--- src/rtl/axi_slave2core_pkg.sv ---
// ============================================================================
// Module      : axi_slave2core_pkg
// Description : Shared types and constants for the AXI-slave to core bridge:
//               FSM state enum, AXI burst encodings and response codes.
// Ports       : none (package)
// Revision    : 1.0 - initial release
// ============================================================================
`default_nettype none

package axi_slave2core_pkg;

  typedef enum logic [2:0] {
    IDLE    = 3'd0,
    RD_REQ  = 3'd1,
    RD_WAIT = 3'd2,
    RD_RESP = 3'd3,
    WR_DATA = 3'd4,
    WR_REQ  = 3'd5,
    WR_WAIT = 3'd6,
    WR_RESP = 3'd7
  } state_t;

  localparam logic [1:0] FIXED = 2'b00;
  localparam logic [1:0] INCR  = 2'b01;
  localparam logic [1:0] WRAP  = 2'b10;

  localparam logic [1:0] OKAY   = 2'b00;
  localparam logic [1:0] SLVERR = 2'b10;

  // Only 32-bit beats are native; anything else is performed but flagged.
  localparam logic [2:0] SIZE_WORD = 3'b010;

endpackage

`default_nettype wire

--- src/rtl/axi_slave2core_if.sv ---
// ============================================================================
// Module      : axi_slave2core_if
// Description : AXI4 bus (32-bit data) seen by the bridge.
//               slave modport  : used by axi_slave2core
//               master modport : used by whoever drives the bus
// Ports       : AW, W, B, AR, R channels (valid/ready handshakes + payload)
// Revision    : 1.0 - initial release
// ============================================================================
`default_nettype none

interface axi_slave2core_if #(
  parameter int AXI_ADDR_WIDTH = 32,
  parameter int AXI_ID_WIDTH   = 4
);
  logic                      aw_valid, aw_ready;
  logic [AXI_ID_WIDTH-1:0]   aw_id;
  logic [AXI_ADDR_WIDTH-1:0] aw_addr;
  logic [7:0]                aw_len;
  logic [2:0]                aw_size;
  logic [1:0]                aw_burst;

  logic                      w_valid, w_ready;
  logic [31:0]               w_data;
  logic [3:0]                w_strb;
  logic                      w_last;

  logic                      b_valid, b_ready;
  logic [AXI_ID_WIDTH-1:0]   b_id;
  logic [1:0]                b_resp;

  logic                      ar_valid, ar_ready;
  logic [AXI_ID_WIDTH-1:0]   ar_id;
  logic [AXI_ADDR_WIDTH-1:0] ar_addr;
  logic [7:0]                ar_len;
  logic [2:0]                ar_size;
  logic [1:0]                ar_burst;

  logic                      r_valid, r_ready;
  logic [AXI_ID_WIDTH-1:0]   r_id;
  logic [31:0]               r_data;
  logic [1:0]                r_resp;
  logic                      r_last;

  modport slave (
    input  aw_valid, aw_id, aw_addr, aw_len, aw_size, aw_burst,
    output aw_ready,
    input  w_valid, w_data, w_strb, w_last,
    output w_ready,
    output b_valid, b_id, b_resp,
    input  b_ready,
    input  ar_valid, ar_id, ar_addr, ar_len, ar_size, ar_burst,
    output ar_ready,
    output r_valid, r_id, r_data, r_resp, r_last,
    input  r_ready
  );

  modport master (
    output aw_valid, aw_id, aw_addr, aw_len, aw_size, aw_burst,
    input  aw_ready,
    output w_valid, w_data, w_strb, w_last,
    input  w_ready,
    input  b_valid, b_id, b_resp,
    output b_ready,
    output ar_valid, ar_id, ar_addr, ar_len, ar_size, ar_burst,
    input  ar_ready,
    input  r_valid, r_id, r_data, r_resp, r_last,
    output r_ready
  );

endinterface

`default_nettype wire

--- src/rtl/axi_slave2core_burst_addr_gen.sv ---
// ============================================================================
// Module      : axi_burst_addr_gen
// Description : Combinational next-beat address for AXI FIXED/INCR/WRAP bursts
//               with 4-byte beats.
// Ports       : addr      - current beat address
//               burst     - AXI burst type
//               len       - AXI len (beats - 1)
//               next_addr - address of the following beat
// Revision    : 1.0 - initial release
// ============================================================================
`default_nettype none

module axi_burst_addr_gen
  import axi_slave2core_pkg::*;
#(
  parameter int AXI_ADDR_WIDTH = 32
) (
  input  logic [AXI_ADDR_WIDTH-1:0] addr,
  input  logic [1:0]                burst,
  input  logic [7:0]                len,
  output logic [AXI_ADDR_WIDTH-1:0] next_addr
);

  logic [AXI_ADDR_WIDTH-1:0] incr_addr;
  logic [AXI_ADDR_WIDTH-1:0] wrap_mask;

  assign incr_addr = addr + AXI_ADDR_WIDTH'(4);
  // For legal wrap lengths (1,3,7,15) the window is (len+1)*4 bytes, so the
  // in-window offset mask is simply {len, 2'b11}.
  assign wrap_mask = AXI_ADDR_WIDTH'({len, 2'b11});

  always_comb begin
    next_addr = incr_addr;
    case (burst)
      FIXED:   next_addr = addr;
      WRAP:    next_addr = (addr & ~wrap_mask) | (incr_addr & wrap_mask);
      default: next_addr = incr_addr;  // INCR, and reserved 2'b11 treated as INCR
    endcase
  end

endmodule

`default_nettype wire

--- src/rtl/axi_slave2core.sv ---
// ============================================================================
// Module      : axi_slave2core
// Description : AXI4 slave to simple req/gnt/rvalid core-bus bridge. One AXI
//               transaction at a time, one core request outstanding.
// Ports       : clk, rst_n (async, active-low)
//               axi          - AXI slave side (axi_slave2core_if.slave)
//               data_req_o / data_addr_o / data_we_o / data_be_o /
//               data_wdata_o - core request outputs
//               data_gnt_i / data_rvalid_i / data_rdata_i - core responses
// Revision    : 1.0 - initial release
// ============================================================================
`default_nettype none

module axi_slave2core
  import axi_slave2core_pkg::*;
#(
  parameter int AXI_ADDR_WIDTH = 32,
  parameter int AXI_ID_WIDTH   = 4   // must match the connected interface
) (
  input  logic                      clk,
  input  logic                      rst_n,
  axi_slave2core_if.slave           axi,
  output logic                      data_req_o,
  output logic [AXI_ADDR_WIDTH-1:0] data_addr_o,
  output logic                      data_we_o,
  output logic [3:0]                data_be_o,
  output logic [31:0]               data_wdata_o,
  input  logic                      data_gnt_i,
  input  logic                      data_rvalid_i,
  input  logic [31:0]               data_rdata_i
);

  state_t                    state;
  logic                      prio_write;   // 1: write wins the next AR/AW tie
  logic                      ar_ready_q, aw_ready_q;
  logic [AXI_ID_WIDTH-1:0]   id_q;
  logic [AXI_ADDR_WIDTH-1:0] addr_q, next_addr;
  logic [7:0]                len_q, cnt_q;
  logic [1:0]                burst_q;
  logic [31:0]               data_q;       // read data for R, or write data for core
  logic [3:0]                strb_q;
  logic                      err_q;
  logic                      last_beat;

  assign last_beat = (cnt_q == len_q);

  axi_burst_addr_gen #(.AXI_ADDR_WIDTH(AXI_ADDR_WIDTH)) u_addr_gen (
    .addr      (addr_q),
    .burst     (burst_q),
    .len       (len_q),
    .next_addr (next_addr)
  );

  // Address-channel readies are registered: IDLE spends one cycle deciding,
  // then raises exactly one ready for a single cycle. The master keeps valid
  // high until the handshake, so the latch in the following cycle is safe.
  always_ff @(posedge clk or negedge rst_n) begin
    if (!rst_n) begin
      state      <= IDLE;
      prio_write <= 1'b0;
      ar_ready_q <= 1'b0;
      aw_ready_q <= 1'b0;
      id_q       <= '0;
      addr_q     <= '0;
      len_q      <= '0;
      cnt_q      <= '0;
      burst_q    <= '0;
      data_q     <= '0;
      strb_q     <= '0;
      err_q      <= 1'b0;
    end else begin
      case (state)
        IDLE: begin
          if (ar_ready_q) begin
            ar_ready_q <= 1'b0;
            if (axi.ar_valid) begin
              id_q       <= axi.ar_id;
              addr_q     <= axi.ar_addr;
              len_q      <= axi.ar_len;
              burst_q    <= axi.ar_burst;
              cnt_q      <= '0;
              err_q      <= (axi.ar_size != SIZE_WORD);
              prio_write <= 1'b1;
              state      <= RD_REQ;
            end
          end else if (aw_ready_q) begin
            aw_ready_q <= 1'b0;
            if (axi.aw_valid) begin
              id_q       <= axi.aw_id;
              addr_q     <= axi.aw_addr;
              len_q      <= axi.aw_len;
              burst_q    <= axi.aw_burst;
              cnt_q      <= '0;
              err_q      <= (axi.aw_size != SIZE_WORD);
              prio_write <= 1'b0;
              state      <= WR_DATA;
            end
          end else if (axi.ar_valid && (!axi.aw_valid || !prio_write)) begin
            ar_ready_q <= 1'b1;
          end else if (axi.aw_valid) begin
            aw_ready_q <= 1'b1;
          end
        end
        RD_REQ:  if (data_gnt_i) state <= RD_WAIT;
        RD_WAIT: if (data_rvalid_i) begin
          data_q <= data_rdata_i;
          state  <= RD_RESP;
        end
        RD_RESP: if (axi.r_ready) begin
          if (last_beat) begin
            state <= IDLE;
          end else begin
            addr_q <= next_addr;
            cnt_q  <= cnt_q + 8'd1;
            state  <= RD_REQ;
          end
        end
        WR_DATA: if (axi.w_valid) begin
          data_q <= axi.w_data;
          strb_q <= axi.w_strb;
          // The beat counter defines the burst end; w_last only flags errors.
          if (axi.w_last != last_beat) err_q <= 1'b1;
          state  <= WR_REQ;
        end
        WR_REQ:  if (data_gnt_i) state <= WR_WAIT;
        WR_WAIT: if (data_rvalid_i) begin
          if (last_beat) begin
            state <= WR_RESP;
          end else begin
            addr_q <= next_addr;
            cnt_q  <= cnt_q + 8'd1;
            state  <= WR_DATA;
          end
        end
        WR_RESP: if (axi.b_ready) state <= IDLE;
        default: state <= IDLE;
      endcase
    end
  end

  // All handshake outputs decode from registers only.
  assign axi.ar_ready = ar_ready_q;
  assign axi.aw_ready = aw_ready_q;
  assign axi.w_ready  = (state == WR_DATA);
  assign axi.r_valid  = (state == RD_RESP);
  assign axi.r_id     = id_q;
  assign axi.r_data   = data_q;
  assign axi.r_resp   = err_q ? SLVERR : OKAY;
  assign axi.r_last   = (state == RD_RESP) && last_beat;
  assign axi.b_valid  = (state == WR_RESP);
  assign axi.b_id     = id_q;
  assign axi.b_resp   = err_q ? SLVERR : OKAY;

  assign data_req_o   = (state == RD_REQ) || (state == WR_REQ);
  assign data_we_o    = (state == WR_REQ);
  assign data_be_o    = (state == WR_REQ) ? strb_q :
                        (state == RD_REQ) ? 4'hF   : 4'h0;
  assign data_addr_o  = addr_q;
  assign data_wdata_o = data_q;

endmodule

`default_nettype wire

--- src/flat_wrapper.sv ---
// flat-port wrapper written by rule: the top's interface ports become plain ports
module axi_slave2core_flat import axi_slave2core_pkg::*;
#(
  parameter int AXI_ADDR_WIDTH = 32,
  parameter int AXI_ID_WIDTH   = 4                                        
)
  (clk, rst_n, data_req_o, data_addr_o, data_we_o, data_be_o, data_wdata_o, data_gnt_i, data_rvalid_i, data_rdata_i, axi_aw_valid, axi_aw_id, axi_aw_addr, axi_aw_len, axi_aw_size, axi_aw_burst, axi_aw_ready, axi_w_valid, axi_w_data, axi_w_strb, axi_w_last, axi_w_ready, axi_b_valid, axi_b_id, axi_b_resp, axi_b_ready, axi_ar_valid, axi_ar_id, axi_ar_addr, axi_ar_len, axi_ar_size, axi_ar_burst, axi_ar_ready, axi_r_valid, axi_r_id, axi_r_data, axi_r_resp, axi_r_last, axi_r_ready);
  axi_slave2core_if #(.AXI_ADDR_WIDTH(AXI_ADDR_WIDTH), .AXI_ID_WIDTH(AXI_ID_WIDTH)) axi_i ();
  input  logic clk;
  input  logic rst_n;
  output logic data_req_o;
  output logic [AXI_ADDR_WIDTH-1:0] data_addr_o;
  output logic data_we_o;
  output logic [3:0] data_be_o;
  output logic [31:0] data_wdata_o;
  input  logic data_gnt_i;
  input  logic data_rvalid_i;
  input  logic [31:0] data_rdata_i;
  input wire logic [$bits(axi_i.aw_valid)-1:0] axi_aw_valid;
  input wire logic [$bits(axi_i.aw_id)-1:0] axi_aw_id;
  input wire logic [$bits(axi_i.aw_addr)-1:0] axi_aw_addr;
  input wire logic [$bits(axi_i.aw_len)-1:0] axi_aw_len;
  input wire logic [$bits(axi_i.aw_size)-1:0] axi_aw_size;
  input wire logic [$bits(axi_i.aw_burst)-1:0] axi_aw_burst;
  output wire logic [$bits(axi_i.aw_ready)-1:0] axi_aw_ready;
  input wire logic [$bits(axi_i.w_valid)-1:0] axi_w_valid;
  input wire logic [$bits(axi_i.w_data)-1:0] axi_w_data;
  input wire logic [$bits(axi_i.w_strb)-1:0] axi_w_strb;
  input wire logic [$bits(axi_i.w_last)-1:0] axi_w_last;
  output wire logic [$bits(axi_i.w_ready)-1:0] axi_w_ready;
  output wire logic [$bits(axi_i.b_valid)-1:0] axi_b_valid;
  output wire logic [$bits(axi_i.b_id)-1:0] axi_b_id;
  output wire logic [$bits(axi_i.b_resp)-1:0] axi_b_resp;
  input wire logic [$bits(axi_i.b_ready)-1:0] axi_b_ready;
  input wire logic [$bits(axi_i.ar_valid)-1:0] axi_ar_valid;
  input wire logic [$bits(axi_i.ar_id)-1:0] axi_ar_id;
  input wire logic [$bits(axi_i.ar_addr)-1:0] axi_ar_addr;
  input wire logic [$bits(axi_i.ar_len)-1:0] axi_ar_len;
  input wire logic [$bits(axi_i.ar_size)-1:0] axi_ar_size;
  input wire logic [$bits(axi_i.ar_burst)-1:0] axi_ar_burst;
  output wire logic [$bits(axi_i.ar_ready)-1:0] axi_ar_ready;
  output wire logic [$bits(axi_i.r_valid)-1:0] axi_r_valid;
  output wire logic [$bits(axi_i.r_id)-1:0] axi_r_id;
  output wire logic [$bits(axi_i.r_data)-1:0] axi_r_data;
  output wire logic [$bits(axi_i.r_resp)-1:0] axi_r_resp;
  output wire logic [$bits(axi_i.r_last)-1:0] axi_r_last;
  input wire logic [$bits(axi_i.r_ready)-1:0] axi_r_ready;
  assign axi_i.aw_valid = axi_aw_valid;
  assign axi_i.aw_id = axi_aw_id;
  assign axi_i.aw_addr = axi_aw_addr;
  assign axi_i.aw_len = axi_aw_len;
  assign axi_i.aw_size = axi_aw_size;
  assign axi_i.aw_burst = axi_aw_burst;
  assign axi_aw_ready = axi_i.aw_ready;
  assign axi_i.w_valid = axi_w_valid;
  assign axi_i.w_data = axi_w_data;
  assign axi_i.w_strb = axi_w_strb;
  assign axi_i.w_last = axi_w_last;
  assign axi_w_ready = axi_i.w_ready;
  assign axi_b_valid = axi_i.b_valid;
  assign axi_b_id = axi_i.b_id;
  assign axi_b_resp = axi_i.b_resp;
  assign axi_i.b_ready = axi_b_ready;
  assign axi_i.ar_valid = axi_ar_valid;
  assign axi_i.ar_id = axi_ar_id;
  assign axi_i.ar_addr = axi_ar_addr;
  assign axi_i.ar_len = axi_ar_len;
  assign axi_i.ar_size = axi_ar_size;
  assign axi_i.ar_burst = axi_ar_burst;
  assign axi_ar_ready = axi_i.ar_ready;
  assign axi_r_valid = axi_i.r_valid;
  assign axi_r_id = axi_i.r_id;
  assign axi_r_data = axi_i.r_data;
  assign axi_r_resp = axi_i.r_resp;
  assign axi_r_last = axi_i.r_last;
  assign axi_i.r_ready = axi_r_ready;
  axi_slave2core #(.AXI_ADDR_WIDTH(AXI_ADDR_WIDTH), .AXI_ID_WIDTH(AXI_ID_WIDTH)) u_core (.clk(clk), .rst_n(rst_n), .axi(axi_i), .data_req_o(data_req_o), .data_addr_o(data_addr_o), .data_we_o(data_we_o), .data_be_o(data_be_o), .data_wdata_o(data_wdata_o), .data_gnt_i(data_gnt_i), .data_rvalid_i(data_rvalid_i), .data_rdata_i(data_rdata_i));
endmodule
--- config.mk ---
export PLATFORM = sky130hd
export DESIGN_NAME = axi_slave2core_flat
export DESIGN_NICKNAME = d
export VERILOG_FILES = /design/src/rtl/axi_slave2core_pkg.sv /design/src/rtl/axi_slave2core_if.sv /design/src/rtl/axi_slave2core_burst_addr_gen.sv /design/src/rtl/axi_slave2core.sv /design/src/flat_wrapper.sv
export SDC_FILE = /design/constraint.sdc
export NUM_CORES = 1
export LEC_CHECK = 0
export CORE_UTILIZATION = 46
export DETAILED_ROUTE_END_ITERATION = 10
export PLACE_DENSITY = 0.95
export SYNTH_ARGS = -nofsm -noshare
export SYNTH_HDL_FRONTEND = slang
export SYNTH_SLANG_ARGS = --single-unit
--- constraint.sdc ---
create_clock -name clk -period 6.1 [get_ports clk]
set_clock_uncertainty 0.1 [all_clocks]
set_input_delay 1.22 -clock clk [delete_from_list [all_inputs] [get_ports clk]]
set_output_delay 1.22 -clock clk [all_outputs]
set_load 0.01 [all_outputs]
==> key figures, run 1 <==
Outcome
  – Status: finished clean

Synthesis
  – Post-synthesis sequential area ratio: 0.3802
  – Post-synth cell types: 64
  – Synth Area in Compound Gates: 0.1795
  – Yosys top cell by area: dfrtp_1
  – Post-Syn Area: roughly 6400 sq um
  – Largest family of logic cells by synthesized area: simple AND/OR/NAND/NOR gates
  – Number of flops mapped to enable cells by yosys: 0
  – Post-synthesis xor/xnor area fraction: 0.01372
  – Post-synthesis mux area share: 0.1366
  – Yosys reg bits: slightly below 100
  – Ys async rst share: 1.000
  – Ys flop type: dfrtp_1
  – Synth warn: 0
  – Synth Instances: 718
  – Simple logic cell fraction of the synthesized area: 0.1907
  – Commonest cells in the synthesized netlist: dfrtp_1 (97), mux2i_1 (77), nand2_1 (68)
  – Most frequent cell after synthesis: dfrtp_1
  – Adder-cell share of the synthesized area: 0.003919
  – Top-area cell type share of the netlist area: 0.3802
  – Top cells by area, synth: dfrtp_1 (38%), mux2i_1 (12%), buf_4 (5.1%)
  – Syn_area_per_cell: 8.893 sq um

CTS
  – Root buffer cell: clkbuf_16
  – Inserted Clock Buffers: 9
  – Clock-pin slew on the worst setup and hold paths: 0.07 ns
  – Clock latency on the worst-skew pair: 0.34 ns
  – # clock sinks: just under 100
  – CTS Buffer Depth: 2
  – Post-CTS setup buffers: 0
  – Max H-tree Level: 3
  – Gates resized, CTS repair: 0
  – Hold-fix buffers, CTS: 0
  – CTS tree: done

Timing
  – Final period utilization: 0.6424
  – Setup tns final: 0 ns
  – Setup violators final: 0
  – Final Max Slew Viols: 0
  – RSZ-0062 raised after global routing: false
  – Final Hold Vio Count: 0
  – Final min period: 3.918 ns
  – Max_slew headroom: 0.2421
  – Hold slack: between 0.3 and 0.4 ns
  – Fmax achieved: 255.2 MHz
  – Least-Margin Pin Slew: 1.128 ns

Cells and area
  – Sequential Area: 2429 sq um
  – Fin util: 0.7042
  – # nets final: about 1,100
  – # diodes: 0
  – Filler instances: 1,018
  – Share of post-route cells with drive strength above 1: 0.05291
  – P&R area growth vs syn: 47.80%
  – Multi-input gate area: 3368 sq um

Critical path
  – Arrival time worst endpoint: about 2.6 ns
  – Worst setup SP type: register
  – CP Max Fanout: 34
  – WP data required: approximately 4.8 ns
  – Critical Path End Type: output pin
  – Critical path type: reg2out

Route
  – Drt pass-1 iters: 6
  – Max layer used: met4
  – Final WL: about 21,000 um
  – Post-DR vias/cell: roughly 5.7
  – Total number of vias: 6,438
  – Initial DRC count: between 400 and 500
  – WL/cell: between 15 and 20 um
  – Wire length on met1: 7946 um
  – Post-route DRC: 0
  – Routed wl met2: 10,410 um
  – Routed Antenna Nets: 0
  – Met3 wire length: 1617 um

Floorplan
  – Rows: 42
  – DIE WIDTH: 119.8 um
  – Initial Util: 0.4765
  – Die area: ~14,000 sq um
  – CORE AREA: 13,400 sq um
  – I/O pin count: ~300
  – Die Y: around 120 um

Global route
  – Vias in the first global route: 6,074
  – First-pass GRT wire length: 31,990 um
  – Total global-route track usage: 0.2847
  – Overflow after GRT: 0
  – Initial antenna violation count: 0
  – Pin count of the biggest net entering global routing: 70

Power
  – Sequential power share: 0.281
  – P_leak: 3.690 nW
  – Maximum VDD drop: 0.2344 mV
  – Combinational power share: 0.570
  – Power density over the cells: 503.2 nW/um^2
  – Pint: 2.726 mW
  – Sw Share: 0.4259
  – Power share of the clock group: 0.150
  – P_sw: 2.022 mW

Hold path
  – Class of the worst hold path: reg2reg

Placed design
  – I/O Buffers: 293
  – Post-detail-place hpwl: 15,570 um
  – Final Wtd Congestion: 0.8885

Job
  – Max-cap viol count: 0
-- registers in the layout, summed over array words and instances, names as in the netlist, 2 cells and up, named ones only --
register	flops
u_core.axi.r_data	32
u_core.strb_q	4
u_core.state	3
u_core.axi.b_id	4
u_core.data_addr_o	25
u_core.burst_q	2
u_core.len_q	8
u_core.cnt_q	8
-- layout make-up --
cell class | instances | area share
Multi-Input combinational cell | 516 | 0.3569
Clock inverter | 6 | 0.01458
Inverter | 16 | 0.006364
Sequential cell | 97 | 0.2574
Timing Repair Buffer | 300 | 0.3161
Clock buffer | 10 | 0.02532
Tap cell | 176 | 0.02334
-- power by group through the flow --
stage          registers, mW  clock network, mW  logic (mW)
6_report                1.33              0.710        2.71
5_1_grt                 1.38              0.746        2.93
4_1_cts                 1.32              0.717        2.70
3_5_place_dp            1.33                  0        2.69
3_3_place_gp            1.32                  0        2.61
2_1_floorplan           1.29                  0        1.70
-- cell families after synthesis --
kind of cell,Yosys count
other cells,1
compound gates,169
xor+xnor,10
buf+inv,106
flops,97
fa+ha+maj,2
simple gates,247
mux,86
-- per-layer routing --
layer  vias up  global-route usage
li1       3041                   -
met1      3008              0.3459
met2       340              0.4949
met3        49             0.05323
met4         0              0.1148
met5         -                   0
-- critical path, cell delays in order, from the launching register on --
cell and delay [ns]:
dfrtp_1 0.83, and2_2 0.27, buf_4 0.48, clkdlybuf4s50_1 0.65
-- through the flow --
stage	setup slack [ns]	cells	total power [mW]	area, sq um
after floorplan	3.335	719	2.984	6389
after global placement	2.603	1105	3.927	9060
after detailed placement	2.517	1105	4.021	9060
after CTS	2.196	1121	4.739	9437
after global routing	2.072	1121	5.049	9437
final	2.182	1121	4.748	9437
-- path summary, 6_finish.rpt --
check	from	to	slack [ns]	depth (start not counted)
worst max-delay path	u_core.state[2]	axi_w_ready	2.18	3
worst min-delay path	u_core.data_addr_o[0]	u_core.data_addr_o[0]	0.39	2
worst max register to register	u_core.state[2]	register	2.74	5
worst min register to register	u_core.data_addr_o[0]	u_core.data_addr_o[0]	0.39	2
max in group asynchronous	rst_n	u_core.axi.r_data[10]	3.98	2
min in group asynchronous	rst_n	u_core.axi.b_id[3]	0.69	1
-- placed cells by master (no fill, tap or decap), types with 3 or more instances in the layout --
cell type / instances
nand2_1: 68
clkdlybuf4s50_1: 292
inv_1: 16
buf_4: 8
or4_1: 6
nor3_1: 25
or3_1: 9
clkbuf_16: 9
nand4_1: 11
mux2i_1: 77
a31oi_1: 4
o221ai_1: 23
o211ai_1: 10
a21oi_1: 61
nor2b_1: 4
dfrtp_1: 96
o31ai_1: 5
a211o_1: 3
mux2_2: 8
nor2_1: 60
nor4_1: 5
nand3_1: 29
o311ai_0: 4
xnor2_1: 9
o21ai_0: 27
bufinv_16: 4
and3_1: 8
o32a_1: 9
No activity file was read; power rests on OpenSTA's default activity.
==> run 2, diff against run 1 <==
--- a/config.mk
+++ b/config.mk
@@ -5,9 +5,9 @@
 export SDC_FILE = /design/constraint.sdc
 export NUM_CORES = 1
 export LEC_CHECK = 0
-export CORE_UTILIZATION = 46
+export CORE_UTILIZATION = 38
 export DETAILED_ROUTE_END_ITERATION = 10
-export PLACE_DENSITY = 0.95
+export PLACE_DENSITY = 0.88
 export SYNTH_ARGS = -nofsm -noshare
 export SYNTH_HDL_FRONTEND = slang
 export SYNTH_SLANG_ARGS = --single-unit
==> constraint.sdc (replaced) <==
create_clock -name clk -period 3.4 [get_ports clk]
set_clock_uncertainty 0.1 [all_clocks]
set_input_delay 0.68 -clock clk [delete_from_list [all_inputs] [get_ports clk]]
set_output_delay 0.68 -clock clk [all_outputs]
set_load 0.01 [all_outputs]
==> key figures, run 2 (synthesis results as in run 1) <==
Timing
  – Final Max Slew Viols: 0 (unchanged)
  – Hold slack: 0.2521 ns (-0.1361 ns)
  – Fmax achieved: 327.9 MHz
  – Setup tns final: 0 ns (unchanged)
  – Least-Margin Pin Slew: 0.8031 ns (-0.3251 ns)
  – Final period utilization: 0.8969
  – Setup violators final: 0 (unchanged)
  – Max_slew headroom: 0.4597 (+0.2176)
  – RSZ-0062 raised after global routing: false
  – Final min period: 3.049 ns
  – Final Hold Vio Count: 0 (unchanged)

Cells and area
  – Commonest non-fill, non-tap cell in the layout: clkdlybuf4s50_1
  – Max FFs per register: 32 (unchanged)
  – # diodes: 0 (unchanged)
  – Most frequent cells in the layout: clkdlybuf4s50_1 (292), dfrtp_1 (96), mux2i_1 (77), nand2_1 (68), a21oi_1 (61)
  – Fin util: 0.5752 (-0.1290)
  – Non-Filler Instances: 1,172 (+4.5%)
  – Filler instances: 1,427 (+40%)
  – Share of post-route cells with drive strength above 1: 0.05987 (+0.006964)
  – P&R area growth vs syn: 48.34%
  – # nets final: 1,125 (+0.63%)

Floorplan
  – Initial Util: 0.3878 (-0.08870)
  – Die Y: 131.6 um (+9.9%)
  – Rows: 47 (+12%)
  – DIE WIDTH: 131.6 um (+9.9%)
  – CORE AREA: 16,470 sq um (+23%)
  – I/O pin count: 296 (unchanged)
  – Die area: 17,330 sq um (+21%)

CTS
  – Clock latency on the worst-skew pair: 0.36 ns (+0.02 ns)
  – Clock-pin slew on the worst setup and hold paths: 0.08 ns (about the same)
  – Hold-fix buffers, CTS: 0 (unchanged)
  – Gates resized, CTS repair: 0 (unchanged)
  – CTS tree: done
  – Post-CTS setup buffers: 0 (unchanged)
  – CTS Buffer Depth: 2 (unchanged)
  – Max H-tree Level: 3 (unchanged)
  – Inserted Clock Buffers: 9 (unchanged)
  – Root buffer cell: clkbuf_16
  – # clock sinks: 97 (unchanged)

Critical path
  – Worst r2r src: u_core.state[0]
  – Critical Path End Type: output pin
  – CP startpoint: u_core.cnt_q[0]
  – WP data required: 2.62 ns (-2.16 ns)
  – Arrival time worst endpoint: 2.27 ns (-0.33 ns)
  – Worst setup SP type: register
  – Critical path type: reg2out
  – CP Max Fanout: 7 (-79%)

Route
  – Post-route DRC: 0 (unchanged)
  – WL/cell: 18.13 um (-1.7%)
  – Post-DR vias/cell: 5.483 (-4.5%)
  – Initial DRC count: 420 (-14%)
  – Routed Antenna Nets: 0 (unchanged)
  – Total number of vias: 6,426 (-0.19%)
  – Final WL: 21,250 um (+2.8%)
  – Drt pass-1 iters: 5 (-1)

Global route
  – Initial antenna violation count: 1 (+1)
  – Total global-route track usage: 0.2430 (-0.04163)
  – Overflow after GRT: 0 (unchanged)
  – Pin count of the biggest net entering global routing: 65 (-7.1%)
  – Vias in the first global route: 6,157 (+1.4%)
  – First-pass GRT wire length: 33,090 um (+3.5%)

Power
  – P_sw: 3.694 mW (+83%)
  – Pint: 4.662 mW (+71%)
  – Combinational power share: 0.592 (+0.022)
  – Power density over the cells: 882.2 nW/um^2 (+75%)
  – Maximum VDD drop: 0.3921 mV (+67%)
  – Power share of the clock group: 0.121 (-0.029)
  – Total power: 8.356 mW (+76%)
  – Sw Share: 0.4421 (+0.01611)
  – Sequential power share: 0.286 (+0.005)
  – P_leak: 3.687 nW (about the same)

Placed design
  – Post-detail-place hpwl: 15,890 um (+2.0%)
  – Cells after DPL: 1,156 (+4.6%)
  – I/O Buffers: 293 (unchanged)
  – Final Wtd Congestion: 0.8628 (-2.9%)

Job
  – Max-cap viol count: 0 (unchanged)

Outcome
  – Status: finished clean

Hold path
  – Class of the worst hold path: in2async
[run 2: cell types whose count changed in the layout (fill, tap and decap cells not counted), sizes merged]
cell,change
clkinv,+2
bufinv,-4
clkbuf,+1
buf,+7
clkinvlp,+1
[run 2: final timing paths]
check	slack [ns]	depth (start not counted)	end
worst max-delay path	0.35	5	axi_r_last
worst min-delay path	0.25	1	u_core.data_addr_o[23]
worst max register to register	0.57	6	u_core.data_addr_o[12]
worst min register to register	0.39	2	u_core.data_addr_o[1]
max in group asynchronous	2.22	2	u_core.axi.ar_ready
min in group clk	0.39	2	u_core.data_addr_o[1]
[run 2: through the flow]
stage	cell area [sq um]	setup WS, ns
after floorplan	6389	1.175
after global placement	9180	0.4483
after detailed placement	9180	0.4007
after CTS	9472	0.3374
after global routing	9472	0.2095
final	9472	0.3506
[run 2: cell type report]
type | instances | area [sq um] | share of cell area
flip-flops and latches | 97 | 2429 | 0.2564
inverters | 16 | 60.06 | 0.006341
clock inverters | 5 | 38.79 | 0.004095
repair buffers | 307 | 3048 | 0.3218
clock buffers | 11 | 252.7 | 0.02668
well taps | 220 | 275.3 | 0.02906
multi-input cells | 516 | 3368 | 0.3556
[run 2: critical path, stage by stage, from the launching register on]
cell and delay (ns):
dfrtp_1 0.49, xnor2_1 0.24, and4_1 0.26, nand2_1 0.15
nor3_1 0.18, clkdlybuf4s50_1 0.60
[run 2: power by group through the flow]
stage | Sequential, mW | Clock (mW) | Combinational (mW)
6_report | 2.39 | 1.01 | 4.95
5_1_grt | 2.47 | 1.07 | 5.36
3_3_place_gp | 2.37 | 0 | 4.82
2_1_floorplan | 2.31 | 0 | 3.04
4_1_cts | 2.37 | 1.04 | 4.96
3_5_place_dp | 2.39 | 0 | 4.93
[run 2: layer usage]
metal  wire length, um  track usage
met1              8584       0.2966
met2             10510       0.4189
met3              1645      0.05980
met4               488      0.07623
met5                16            0
==> run 3, diff against run 2 <==
--- a/config.mk
+++ b/config.mk
@@ -5,8 +5,10 @@
 export SDC_FILE = /design/constraint.sdc
 export NUM_CORES = 1
 export LEC_CHECK = 0
+export CORE_MARGIN = 2
 export CORE_UTILIZATION = 38
 export DETAILED_ROUTE_END_ITERATION = 10
+export MAX_ROUTING_LAYER = met4
 export PLACE_DENSITY = 0.88
 export SYNTH_ARGS = -nofsm -noshare
 export SYNTH_HDL_FRONTEND = slang
==> key figures, run 3 (synthesis results as in run 1) <==
Timing
  – Setup violators final: 0 (unchanged)
  – Final period utilization: 0.8680 (-0.02888)
  – Fmax achieved: 338.8 MHz (+3.3%)
  – Final min period: 2.951 ns (-0.09820 ns)
  – RSZ-0062 raised after global routing: false
  – Least-Margin Pin Slew: 0.8378 ns (+0.03477 ns)
  – Final Max Slew Viols: 0 (unchanged)
  – Final Hold Vio Count: 0 (unchanged)
  – Setup tns final: 0 ns (unchanged)
  – Max_slew headroom: 0.4414 (-0.01824)
  – Final WS setup: 0.4488 ns (+0.09820 ns)

Global route
  – First-pass GRT wire length: 33,060 um (-0.11%)
  – Total global-route track usage: 0.2399 (-0.003185)
  – Vias in the first global route: 6,232 (+1.2%)
  – Overflow after GRT: 0 (unchanged)
  – Pin count of the biggest net entering global routing: 65 (unchanged)
  – Initial antenna violation count: 0 (-1)

Cells and area
  – Final instance area: 9484 sq um (+0.13%)
  – Most frequent cells in the layout: clkdlybuf4s50_1 (292), dfrtp_1 (96), mux2i_1 (77), nand2_1 (68), a21oi_1 (61)
  – Max FFs per register: 32 (unchanged)
  – Filler instances: 1,447 (+1.4%)
  – Commonest non-fill, non-tap cell in the layout: clkdlybuf4s50_1
  – P&R area growth vs syn: 48.54%
  – # nets final: 1,125 (unchanged)
  – Share of post-route cells with drive strength above 1: 0.05882 (-0.001050)
  – # diodes: 0 (unchanged)

Placed design
  – Dpl ws: 0.3909 ns (-0.009798 ns)
  – Post-detail-place hpwl: 16,310 um (+2.6%)
  – Dpl cell area: 9180 sq um (unchanged)
  – Final Wtd Congestion: 0.8826 (+2.3%)
  – I/O Buffers: 293 (unchanged)

CTS
  – Clock latency on the worst-skew pair: 0.34 ns (-0.02 ns)
  – Hold-fix buffers, CTS: 0 (unchanged)
  – Root buffer cell: clkbuf_16
  – CTS Buffer Depth: 2 (unchanged)
  – Post-CTS setup buffers: 0 (unchanged)
  – CTS tree: done
  – # clock sinks: 97 (unchanged)
  – Max H-tree Level: 3 (unchanged)
  – Clock-pin slew on the worst setup and hold paths: 0.08 ns (about the same)
  – Gates resized, CTS repair: 0 (unchanged)
  – Inserted Clock Buffers: 9 (unchanged)

Route
  – Routed Antenna Nets: 0 (unchanged)
  – WL/cell: 18.18 um (+0.28%)
  – Post-route DRC: 0 (unchanged)
  – Total number of vias: 6,459 (+0.51%)
  – Initial DRC count: 408 (-2.9%)
  – Post-DR vias/cell: 5.511 (+0.51%)
  – Final WL: 21,310 um (+0.28%)
  – Drt pass-1 iters: 5 (unchanged)

Power
  – P_leak: 3.690 nW (about the same)
  – Maximum VDD drop: 0.3735 mV (-4.7%)
  – Power density over the cells: 885.2 nW/um^2 (+0.34%)

Critical path
  – Crit path buffers/inverters: 1 (unchanged)
  – Critical path's top delay family: flip-flops
  – Worst flop-to-flop path endpoint: u_core.data_addr_o[22]
  – Slowest stage delay, CP: 0.81 ns (+0.21 ns)
  – Critical path type: reg2out
  – Slowest CP cell: dfrtp_1
  – Levels on crit path: 3 (-2)
  – Critical Path End Type: output pin
  – WP data required: 2.62 ns (about the same)
  – Critical path cell sequence: nand2_1, a21oi_1, clkdlybuf4s50_1
  – Worst setup SP type: register
  – Worst r2r src: u_core.state[0]
  – CP Max Fanout: 22 (+15)
  – Worst r2r path cells: 6 (unchanged)
  – Arrival time worst endpoint: 2.17 ns (-0.10 ns)
  – R2r setup slk: 0.58 ns (about the same)

Floorplan
  – CORE AREA: 16,520 sq um (+0.36%)
  – DIE WIDTH: 133.6 um (+1.5%)
  – Rows: 47 (unchanged)
  – Die area: 17,860 sq um (+3.1%)
  – Die Y: 133.6 um (+1.5%)
  – Initial Util: 0.3864 (-0.001380)
  – I/O pin count: 296 (unchanged)

Outcome
  – Status: finished clean

Hold path
  – Class of the worst hold path: in2async

Job
  – Max-cap viol count: 0 (unchanged)
==> run 3: cell types whose count changed in the layout (fill, tap and decap cells not counted), sizes merged <==
| cell | change |
|---|---|
| clkinv | -1 |
| bufinv | +1 |
| clkbuf | -1 |
| inv | +1 |
==> run 3: layer usage <==
metal / wire [um] / global-route usage
met1: 8440 / 0.2888
met4: 452 / 0.07506
met2: 10790 / 0.4107
met3: 1629 / 0.04148
met5: 0 / -
==> run 3: final cells by class <==
cell class                 count  area (sq um)  area share
timing repair buffer         307          3048      0.3214
inverter                      16         60.06    0.006332
multi-input combinational    516          3368      0.3551
clock inverter                 6         75.07    0.007916
sequential                    97          2429      0.2561
tap                          220         275.3     0.02902
clock buffer                  10         229.0     0.02414
==> run 3: report_power, final <==
| part | switching [mW] | internal (mW) |
|---|---|---|
| Sequential | 0.723 | 1.68 |
| Clock | 0.473 | 0.582 |
| Combinational | 2.50 | 2.44 |
==> run 3: worst max-delay path by stage <==
stage	start	end	slack, ns
6_report	u_core.state[0]	data_be_o[0]	0.45
5_1_grt	u_core.state[1]	data_be_o[0]	0.34
4_1_cts	u_core.state[0]	data_be_o[0]	0.47
3_5_place_dp	data_rvalid_i	u_core.data_addr_o[22]	0.39
3_3_place_gp	data_rvalid_i	u_core.data_addr_o[26]	0.45
2_1_floorplan	data_rvalid_i	register	1.17
==> run 3: metrics by stage <==
stage               hold slack (ns)    util  cells  total power [mW]
floorplan                    0.2844       -    719             5.354
CTS                          0.2858  0.5739   1172             8.421
global route                 0.3028  0.5739   1172             8.964
detailed placement           0.3802  0.5555   1156             7.348
finish                       0.2636  0.5739   1172             8.395
global placement             0.3610  0.5555   1156             7.196
